--- src/rtl/fir_pkg.sv ---
// Shared types and helpers for the streaming FIR engine family.
// Values are treated as unsigned throughout.
package fir_pkg;

  typedef enum logic [1:0] {
    ST_IDLE = 2'd0,
    ST_RUN  = 2'd1,
    ST_DONE = 2'd2
  } fir_state_e;

  // Widest intermediate the saturation helper handles.
  localparam int SAT_W = 64;

  function automatic int acc_width(input int dw, input int cw, input int taps);
    return dw + cw + $clog2(taps);
  endfunction

  // Clamp an unsigned value to the largest number representable in dw bits.
  function automatic logic [SAT_W-1:0] sat_unsigned(input logic [SAT_W-1:0] value,
                                                    input int dw);
    logic [SAT_W-1:0] max_v;
    if (dw >= SAT_W) begin
      max_v = {SAT_W{1'b1}};
    end else begin
      max_v = (64'd1 << dw) - 64'd1;
    end
    if (value > max_v) begin
      return max_v;
    end else begin
      return value;
    end
  endfunction

endpackage

--- src/rtl/fir_mac.sv ---
// Combinational multiply-accumulate over one delay line, followed by the
// output scaling shift and saturation to DW bits.
module fir_mac
  import fir_pkg::*;
#(
  parameter int DW    = 16,
  parameter int CW    = 16,
  parameter int TAPS  = 6,
  parameter int SHIFT = 8
) (
  input  logic [TAPS-1:0][DW-1:0] line,
  input  logic [TAPS-1:0][CW-1:0] coef,
  output logic [DW-1:0]           result
);

  localparam int ACC_W = acc_width(DW, CW, TAPS);

  logic [ACC_W-1:0] acc_s;
  logic [ACC_W-1:0] shifted_s;
  logic [SAT_W-1:0] wide_s;

  // Sum of products across every tap; ACC_W leaves headroom so it never wraps
  always_comb begin
    acc_s = '0;
    for (int k = 0; k < TAPS; k++) begin
      acc_s = acc_s + ACC_W'(line[k]) * ACC_W'(coef[k]);
    end
  end

  // Scale down and clamp to the output range
  always_comb begin
    shifted_s = acc_s >> SHIFT;
    wide_s    = SAT_W'(shifted_s);
    result    = DW'(sat_unsigned(wide_s, DW));
  end

endmodule

--- src/rtl/fir_stream_engine.sv ---
// Streaming multi-channel FIR engine: valid/ready in and out, run-time
// coefficients, packet/frame accounting and a running output average.
module fir_stream_engine
  import fir_pkg::*;
#(
  parameter int DW        = 16,
  parameter int CW        = 16,
  parameter int TAPS      = 6,
  parameter int CH        = 1,
  parameter int SHIFT     = 8,
  parameter int PKT_LEN   = 12,
  parameter int FRAME_LEN = 384,
  localparam int CHW      = (CH > 1) ? $clog2(CH) : 1,
  localparam int AW       = $clog2(TAPS)
) (
  input  logic           clk,
  input  logic           Reset_n,
  input  logic           start,
  input  logic           in_valid,
  output logic           in_ready,
  input  logic [DW-1:0]  in_data,
  input  logic [CHW-1:0] in_ch,
  input  logic           coef_we,
  input  logic [AW-1:0]  coef_addr,
  input  logic [CW-1:0]  coef_data,
  output logic           coef_err,
  output logic           out_valid,
  input  logic           out_ready,
  output logic [DW-1:0]  out_data,
  output logic [CHW-1:0] out_ch,
  output logic [DW-1:0]  out_avg,
  output logic           packet_done,
  output logic           finish,
  output logic           busy
);

  localparam int PCW = (PKT_LEN > 1) ? $clog2(PKT_LEN) : 1;
  localparam int FCW = $clog2(FRAME_LEN + 1);
  localparam logic [CHW:0] CH_LIM   = (CHW+1)'(CH);
  localparam logic [AW:0]  TAPS_LIM = (AW+1)'(TAPS);

  fir_state_e                      state_r;
  logic [CH-1:0][TAPS-1:0][DW-1:0] line_r;
  logic [TAPS-1:0][CW-1:0]         coef_r;
  logic [FCW-1:0]                  frame_cnt_r;
  logic [PCW-1:0]                  pkt_cnt_r;
  logic                            out_valid_r;
  logic                            packet_done_r;
  logic                            finish_r;
  logic                            busy_r;
  logic                            coef_err_r;
  logic [DW-1:0]                   out_data_r;
  logic [DW-1:0]                   out_avg_r;
  logic [CHW-1:0]                  out_ch_r;

  logic                    idle_or_done_s;
  logic                    in_ready_s;
  logic                    xfer_s;
  logic                    ch_ok_s;
  logic                    coef_apply_s;
  logic [TAPS-1:0][DW-1:0] sel_line_s;
  logic [TAPS-1:0][DW-1:0] next_line_s;
  logic [DW-1:0]           mac_s;
  logic [DW-1:0]           result_s;
  logic [DW:0]             avg_sum_s;
  logic [DW-1:0]           avg_next_s;

  // Handshake and write-acceptance decode
  always_comb begin
    idle_or_done_s = (state_r == ST_IDLE) || (state_r == ST_DONE);
    in_ready_s     = busy_r && (!out_valid_r || out_ready);
    xfer_s         = in_valid && in_ready_s;
    ch_ok_s        = {1'b0, in_ch} < CH_LIM;
    coef_apply_s   = coef_we && ({1'b0, coef_addr} < TAPS_LIM) && idle_or_done_s;
  end

  // Select the addressed channel's line and shift the new sample into tap 0
  always_comb begin
    sel_line_s = '0;
    for (int c = 0; c < CH; c++) begin
      sel_line_s = (in_ch == CHW'(c)) ? line_r[c] : sel_line_s;
    end
    next_line_s = (sel_line_s << DW) | {{((TAPS-1)*DW){1'b0}}, in_data};
  end

  fir_mac #(
    .DW    (DW),
    .CW    (CW),
    .TAPS  (TAPS),
    .SHIFT (SHIFT)
  ) u_mac (
    .line   (next_line_s),
    .coef   (coef_r),
    .result (mac_s)
  );

  // Out-of-range channels produce zero; running average at DW+1 bits
  always_comb begin
    result_s   = ch_ok_s ? mac_s : '0;
    avg_sum_s  = {1'b0, out_avg_r} + {1'b0, result_s};
    avg_next_s = DW'(avg_sum_s >> 1);
  end

  // Coefficient bank: writable only while no frame is running
  always_ff @(posedge clk or negedge Reset_n) begin
    if (!Reset_n) begin
      coef_r     <= '0;
      coef_err_r <= 1'b0;
    end else begin
      coef_err_r <= coef_we && !coef_apply_s;
      if (coef_apply_s) begin
        coef_r[coef_addr] <= coef_data;
      end
    end
  end

  // Control FSM, counters, delay lines and the registered output stage
  always_ff @(posedge clk or negedge Reset_n) begin
    if (!Reset_n) begin
      state_r       <= ST_IDLE;
      busy_r        <= 1'b0;
      line_r        <= '0;
      frame_cnt_r   <= '0;
      pkt_cnt_r     <= '0;
      out_valid_r   <= 1'b0;
      packet_done_r <= 1'b0;
      finish_r      <= 1'b0;
      out_data_r    <= '0;
      out_ch_r      <= '0;
      out_avg_r     <= '0;
    end else begin
      case (state_r)
        ST_IDLE, ST_DONE: begin
          // A pending result may still drain after the frame has closed
          if (out_valid_r && out_ready) begin
            out_valid_r   <= 1'b0;
            packet_done_r <= 1'b0;
          end
          if (start) begin
            state_r     <= ST_RUN;
            busy_r      <= 1'b1;
            frame_cnt_r <= '0;
            pkt_cnt_r   <= '0;
            line_r      <= '0;
            out_avg_r   <= '0;
            finish_r    <= 1'b0;
          end
        end
        ST_RUN: begin
          if (xfer_s) begin
            for (int c = 0; c < CH; c++) begin
              if (in_ch == CHW'(c)) begin
                line_r[c] <= next_line_s;
              end
            end
            out_valid_r <= 1'b1;
            out_data_r  <= result_s;
            out_ch_r    <= in_ch;
            out_avg_r   <= avg_next_s;
            frame_cnt_r <= frame_cnt_r + FCW'(1);
            if (pkt_cnt_r == PCW'(PKT_LEN - 1)) begin
              pkt_cnt_r     <= '0;
              packet_done_r <= 1'b1;
            end else begin
              pkt_cnt_r     <= pkt_cnt_r + PCW'(1);
              packet_done_r <= 1'b0;
            end
            if (frame_cnt_r == FCW'(FRAME_LEN - 1)) begin
              state_r  <= ST_DONE;
              busy_r   <= 1'b0;
              finish_r <= 1'b1;
            end
          end else if (out_ready) begin
            out_valid_r   <= 1'b0;
            packet_done_r <= 1'b0;
          end
        end
        default: begin
          state_r <= ST_IDLE;
          busy_r  <= 1'b0;
        end
      endcase
    end
  end

  assign in_ready    = in_ready_s;
  assign coef_err    = coef_err_r;
  assign out_valid   = out_valid_r;
  assign out_data    = out_data_r;
  assign out_ch      = out_ch_r;
  assign out_avg     = out_avg_r;
  assign packet_done = packet_done_r;
  assign finish      = finish_r;
  assign busy        = busy_r;

endmodule

--- config.mk ---
export PLATFORM = sky130hd
export DESIGN_NAME = fir_stream_engine
export DESIGN_NICKNAME = d
export VERILOG_FILES = /design/src/rtl/fir_pkg.sv /design/src/rtl/fir_mac.sv /design/src/rtl/fir_stream_engine.sv
export SDC_FILE = /design/constraint.sdc
export NUM_CORES = 2
export LEC_CHECK = 0
export CAP_MARGIN = 20
export CORE_MARGIN = 3
export CORE_UTILIZATION = 55
export DETAILED_ROUTE_END_ITERATION = 16
export GPL_TIMING_DRIVEN = 0
export HOLD_SLACK_MARGIN = 0.1
export PLACE_DENSITY = 0.8
export SLEW_MARGIN = 30
export SYNTH_ARGS = -nofsm -noshare
export SYNTH_HDL_FRONTEND = slang
export SYNTH_SLANG_ARGS = --single-unit
--- constraint.sdc ---
create_clock -name clk -period 15.8 [get_ports clk]
set_input_delay 1.58 -clock clk [delete_from_list [all_inputs] [get_ports clk]]
set_output_delay 1.58 -clock clk [all_outputs]
set_load 0.02 [all_outputs]
# == Word level (Yosys, flattened, before mapping) ==
# Index checks and enable logic that the tools add are counted.
# op_classes
multipliers,6
n_reduce_logical,20
n_eq_ne,10
n_bitwise,1
n_lt_le_gt_ge,5
muxes,39
n_addsub,8
# op_table
operator,count
96-bit two-way mux,3
16-bit by 16-bit multiplier with 32-bit output,6
96-bit one-hot mux with 2 select lines,1
35-bit by 32-bit adder with 35-bit output,4
96-bit bitwise mux,1
96-bit by 16-bit OR with 96-bit output,1
16-bit two-way mux,5
80-bit two-way mux,1
16-bit demux with 3-bit select,1
32-bit by 32-bit adder with 33-bit output,1
16-bit one-hot mux with 2 select lines,1
"27-bit by 16-bit greater-than comparator with 1-bit output, second input constant",1
9-bit two-way mux,2
9-bit one-hot mux with 2 select lines,1
16-bit by 16-bit adder with 17-bit output,1
4-bit two-way mux,3
1-bit two-way mux,11
"2-bit != test, second input constant",5
"9-bit by 1-bit adder with 9-bit output, second input constant",1
"9-bit equality test, second input constant",1
3-bit AND reduction,3
1-bit one-hot mux with 2 select lines,4
4-bit one-hot mux with 2 select lines,1
4-bit AND reduction,2
other kinds (18),28
# totals
word_cells,111
in_bits,42
out_inout_bits,39
reg_bits,229

# == Logic depth before layout (Yosys ltp) ==
# depth
word_depth,14
ltp_mapped,68

# == By module ==
# Synthesis repeated with hierarchy kept, for this count alone.
# unflattened
cells_unflattened,6542
area_unflattened_um2,62920.3
# by_module_without_submodules
module,area_per_inst_um2,instances,cells_each
fir_mac,52584.2,1,5582
fir_stream_engine,10336.2,1,960

# == Least setup slack after synthesis ==
# Ideal clock, no wire load.
# synth_timing
path_type,input to register
startpoint,input port in_ch
endpoint,register out_avg_r[13] (netlist: out_avg[13])
n_path_buf,5
stages,65
arrival_ns,16.277
setup_ns,0.135
t_required_ns,15.665
setup_slack_ns,-0.612
cell_sequence,clkbuf_1 clkbuf_1 clkbuf_1 nor2b_1 clkbuf_1 and2_1 fa_1 inv_1 fa_1 inv_1 ha_1 inv_1 fa_1 fa_1 inv_1 fa_1 fa_1 inv_1 [... 29 more ...] and4_1 buf_6 or2b_1 and3b_1 fa_1 a21o_1 a21oi_1 o21bai_1 a21oi_1 o21bai_1 a21oi_1 o21bai_1 a21oi_1 o21bai_1 a211o_1 a31oi_1 xor2_1 o21ai_0
# synth_between
elab_chain_cells,14
# synth_rtl
element,line_no,rtl
"start, declared",fir_stream_engine.sv:22,"input logic [CHW-1:0] in_ch,"
80-bit two-way mux,fir_stream_engine.sv:81,sel_line_s = (in_ch == CHW'(c)) ? line_r[c] : sel_line_s;
96-bit by 16-bit OR with 96-bit output,fir_stream_engine.sv:83,"next_line_s = (sel_line_s << DW) | {{((TAPS-1)*DW){1'b0}}, in_data};"
16-bit by 16-bit multiplier with 32-bit output,fir_mac.sv:26,acc_s = acc_s + ACC_W'(line[k]) * ACC_W'(coef[k]);
32-bit by 32-bit adder with 33-bit output,fir_mac.sv:26,
35-bit by 32-bit adder with 35-bit output (4 in series),fir_mac.sv:26,
27-bit by 16-bit greater-than comparator with 1-bit output,fir_pkg.sv:27,if (value > max_v) begin
16-bit two-way mux,fir_pkg.sv:27,
16-bit two-way mux *,fir_stream_engine.sv:99,result_s = ch_ok_s ? mac_s : '0;
16-bit by 16-bit adder with 17-bit output *,fir_stream_engine.sv:100,"avg_sum_s = {1'b0, out_avg_r} + {1'b0, result_s};"
16-bit two-way mux *,fir_stream_engine.sv:150,if (xfer_s) begin
16-bit one-hot mux with 2 select lines *,fir_stream_engine.sv:132,case (state_r)
"end signal, assigned",fir_stream_engine.sv:159,out_avg_r <= avg_next_s;
"end, declared",fir_stream_engine.sv:53,logic [DW-1:0] out_avg_r;
# Mark *: on every way between the ends. The rest lies on a longest branch, timed or not. The select of a mux whose other input is x is not followed.
# A chain may end at the register's enable or synchronous reset.

# == Final worst setup path ==
# Same ends and word-level chain as after synthesis.

==> results.tsv <==
stage	metric	value	unit
logic_synthesis	syn_area_per_cell	9.415	sq um
floorplan	fp.dieW	342.6	um
worst_setup_path	worstSetupPathType	primary input to register	
logic_synthesis	yosysUniqueCellTypes	69	
clock_network	clockBufferDepth	3	
global_route	grt_max_degree	81	
status	outcome	complete, but fails checks	
floorplan	dieArea	117300	sq um
clock_network	htree_levels	1	
cells_and_area	multi_input_area	50470	sq um
floorplan	rows	122	
floorplan	fp.dieH	342.6	um
global_route	grt_pass1_vias	49760	
worst_setup_path	path_buf_inv	15	
clock_network	clock_latency	0.61	ns
routing	met3WireLength	29800	um
worst_setup_path	cp.depth	66	
clock_network	cts_root_buf	clkbuf_16	
floorplan	start_util	55.83	%
place	numPlacedInstances	8185	
routing	drc	0	
min_path	hold_class	register to register	
min_path	hold_depth	2	
logic_synthesis	ys.warnings.count	0	
routing	drt_pass1_iterations	6	
logic_synthesis	synth_area	62300	sq um
worst_setup_path	cpMostUsedCell	fa_1	
cells_and_area	final_cells	8310	
place	numPortBuffers	75	
worst_setup_path	crit_family	adder cells	
sta	finalCriticalPeriod	16.19	ns
logic_synthesis	ys_dominant_reg_cell	dfrtp_1	
routing	num_vias	46340	
place	place_ws	-3.184	ns
clock_network	holdBufCountCts	0	
sta	max_freq	61.78	MHz
sta	whs	0.4770	ns
flow_run	drv_cap	0	
global_route	grt-ovfl-total	0	
routing	viasPerCell	5.576	
cells_and_area	fin_nets	8861	
cells_and_area	area_growth	8.545	%
global_route	antenna_found_initial	13	
routing	wirelength	199800	um
logic_synthesis	async_reset_ff_share	100.0	%
sta	setup_viol	3	
sta	worst_pin_slew	1.097	ns
routing	wl_met2	84180	um
routing	drt_iter0_drc	4057	
worst_setup_path	crit_path_start_kind	primary input	
routing	dr.max_layer_used	met5	
sta	rsz0062_at_grt	true	
logic_synthesis	synth-edff-count	0	
worst_setup_path	cp.required	16.25	ns
cells_and_area	drive_above_1_share	6.747	%
logic_synthesis	synth_largest_area_cell	fa_1	
worst_setup_path	slowest_stage	fa_2	
status	violations	negative setup slack	
logic_synthesis	synth_nets	8678	
sta	fin_ws	-0.3863	ns
sta	relSlewSlack	26.73	%
global_route	track_usage	35.26	%
clock_network	cts_sinks	229	
floorplan	core_area	111600	sq um
logic_synthesis	synthTopCellsByArea	fa_1 46%, ha_1 12%, inv_1 9.5%	
worst_setup_path	slowest_delay	0.60	ns
floorplan	ios	81	
clock_network	cts_made_buffers	26	
place	dpl.hpwl	167600	um
sta	drv_slew	0	
logic_synthesis	synth.most_common_cell	inv_1	
cells_and_area	fill_cells	9367	
global_route	grt_pass1_wl	306200	um
worst_setup_path	critPathMaxFanout	8	
routing	drt-met1-wl	77500	um
logic_synthesis	synthTopCellsByCount	1,582 x inv_1, 1,442 x fa_1, 1,087 x nand2_1	
sta	period_share	102.4	%
worst_setup_path	arrival	16.63	ns
sta	clock_skew	0.02686	ns
routing	wl_per_cell	24.04	um
logic_synthesis	syn_inst	6617	
worst_setup_path	worstRegToRegCells	55	
sta	report.final.hold_viol_count	0	
routing	postRouteAntennaNets	0	
worst_setup_path	critPathCaptureType	register	
logic_synthesis	yosysSeqAreaShare	9.198	%
clock_network	cts_tree	yes	
logic_synthesis	ys_ff_latch	229	
clock_network	clkSlewWorstSetupHoldPaths	0.07	ns
cells_and_area	seq_area	5731	sq um
place	place_congestion	1.002	
logic_synthesis	synth.top_cell.area_share	46.34	%
## kinds of logic (layout without fill, tap and decap cells)
group / count (synthesis) / count (layout) / synth area share, %
AO/OA/AOI/OAI: 309 / 309 / 3.037
XOR/XNOR: 64 / 64 / 0.8997
adder cells (fa/ha/maj): 2019 / 2019 / 57.92
buffers and inverters: 1868 / 2069 / 11.27
flip-flops: 229 / 229 / 9.198
multiplexers: 109 / 109 / 1.964
other: 0 / 4 / 0
AND/OR/NAND/NOR: 2019 / 2019 / 15.71
## flip-flops by register name, summed over array words and instances, names as in the netlist
name / count
busy: 1
coef_err: 1
coef_r: 96
finish: 1
frame_cnt_r: 9
line_r: 80
out_avg: 16
out_ch: 1
out_data: 16
out_valid: 1
packet_done: 1
pkt_cnt_r: 4
state_r: 2
## worst register-to-register path: cells and delay by family (launching register included)
family	cells	cell delay, ns
xor+xnor	3	0.54
compound gates	20	3.63
flops	1	0.32
simple gates	8	1.50
buf+inv	7	1.56
fa+ha+maj	17	8.15
## stage by stage
step           TNS [ns]  area [sq um]  utilization, %
2_1_floorplan         0         62390               -
3_3_place_gp     -56.22         65000           58.25
3_5_place_dp     -49.07         65160           58.39
4_1_cts         -0.3202         67260           60.28
5_1_grt          -2.556         67620           60.60
6_report        -0.8939         67620           60.60
## area by class of cell
| class | count | area share (%) |
|---|---|---|
| inverter | 1582 | 8.781 |
| tap | 1488 | 2.753 |
| timing repair buffer | 159 | 2.093 |
| clock inverter | 15 | 0.2405 |
| sequential | 229 | 8.474 |
| multi-input combinational | 4520 | 74.64 |
| buffer | 282 | 2.017 |
| antenna | 4 | 0.01480 |
| clock buffer | 31 | 0.9899 |
## placed cells by master (no fill, tap or decap), types with 8 or more instances in the layout
cell type | synthesis | routed
a21oi_1 | 76 | 53
fa_1 | 1442 | 1431
clkbuf_16 | 0 | 31
clkbuf_1 | 266 | 223
o21ai_1 | 8 | 13
nand4_1 | 9 | 9
ha_4 | 0 | 14
buf_4 | 0 | 78
and2_1 | 695 | 693
fa_2 | 0 | 11
nand3_1 | 22 | 21
mux2_2 | 105 | 105
clkdlybuf4s50_1 | 0 | 53
nor2b_1 | 90 | 54
o21bai_1 | 9 | 9
nand2b_1 | 17 | 16
clkbuf_4 | 0 | 8
o21a_1 | 13 | 13
nand2_1 | 1087 | 1083
xor2_1 | 31 | 23
buf_2 | 0 | 10
xnor2_1 | 33 | 26
clkdlybuf4s15_2 | 0 | 8
nor2b_2 | 0 | 22
inv_2 | 0 | 12
o21ai_0 | 118 | 107
nor3_1 | 17 | 16
nor2_1 | 42 | 38
nor2b_4 | 0 | 14
inv_1 | 1582 | 1570
ha_1 | 577 | 563
a21oi_2 | 2 | 20
buf_1 | 19 | 19
clkbuf_2 | 0 | 18
a21o_1 | 29 | 28
dfrtp_1 | 229 | 229
clkbuf_8 | 0 | 11
## layer usage
metal | vias up | GRT usage [%]
met2 | 2477 | 51.40
li1 | 19620 | -
met5 | - | 0
met3 | 407 | 14.88
met1 | 23830 | 47.72
met4 | 6 | 11.65
## worst paths after layout
check,endpoint,slack [ns],startpoint
max in group asynchronous,coef_r[37],13.46,Reset_n
worst max register to register,out_avg[13],-0.02,coef_r[12]
worst min register to register,line_r[29],0.48,line_r[29]
worst min-delay path,line_r[29],0.48,line_r[29]
worst max-delay path,out_avg[13],-0.39,in_ch
min in group asynchronous,out_avg[15],0.87,Reset_n
## what timing repair did
item | in CTS | in global routing
gates resized for setup | 220 | 64
pin swaps | 45 | 53
buffers inserted | 66 | 15
setup endpoints to repair | 32 | 12
Power is left out: the tool's default activity adds up to more than one toggle a clock period on the data nets, which glitch-free logic cannot reach.
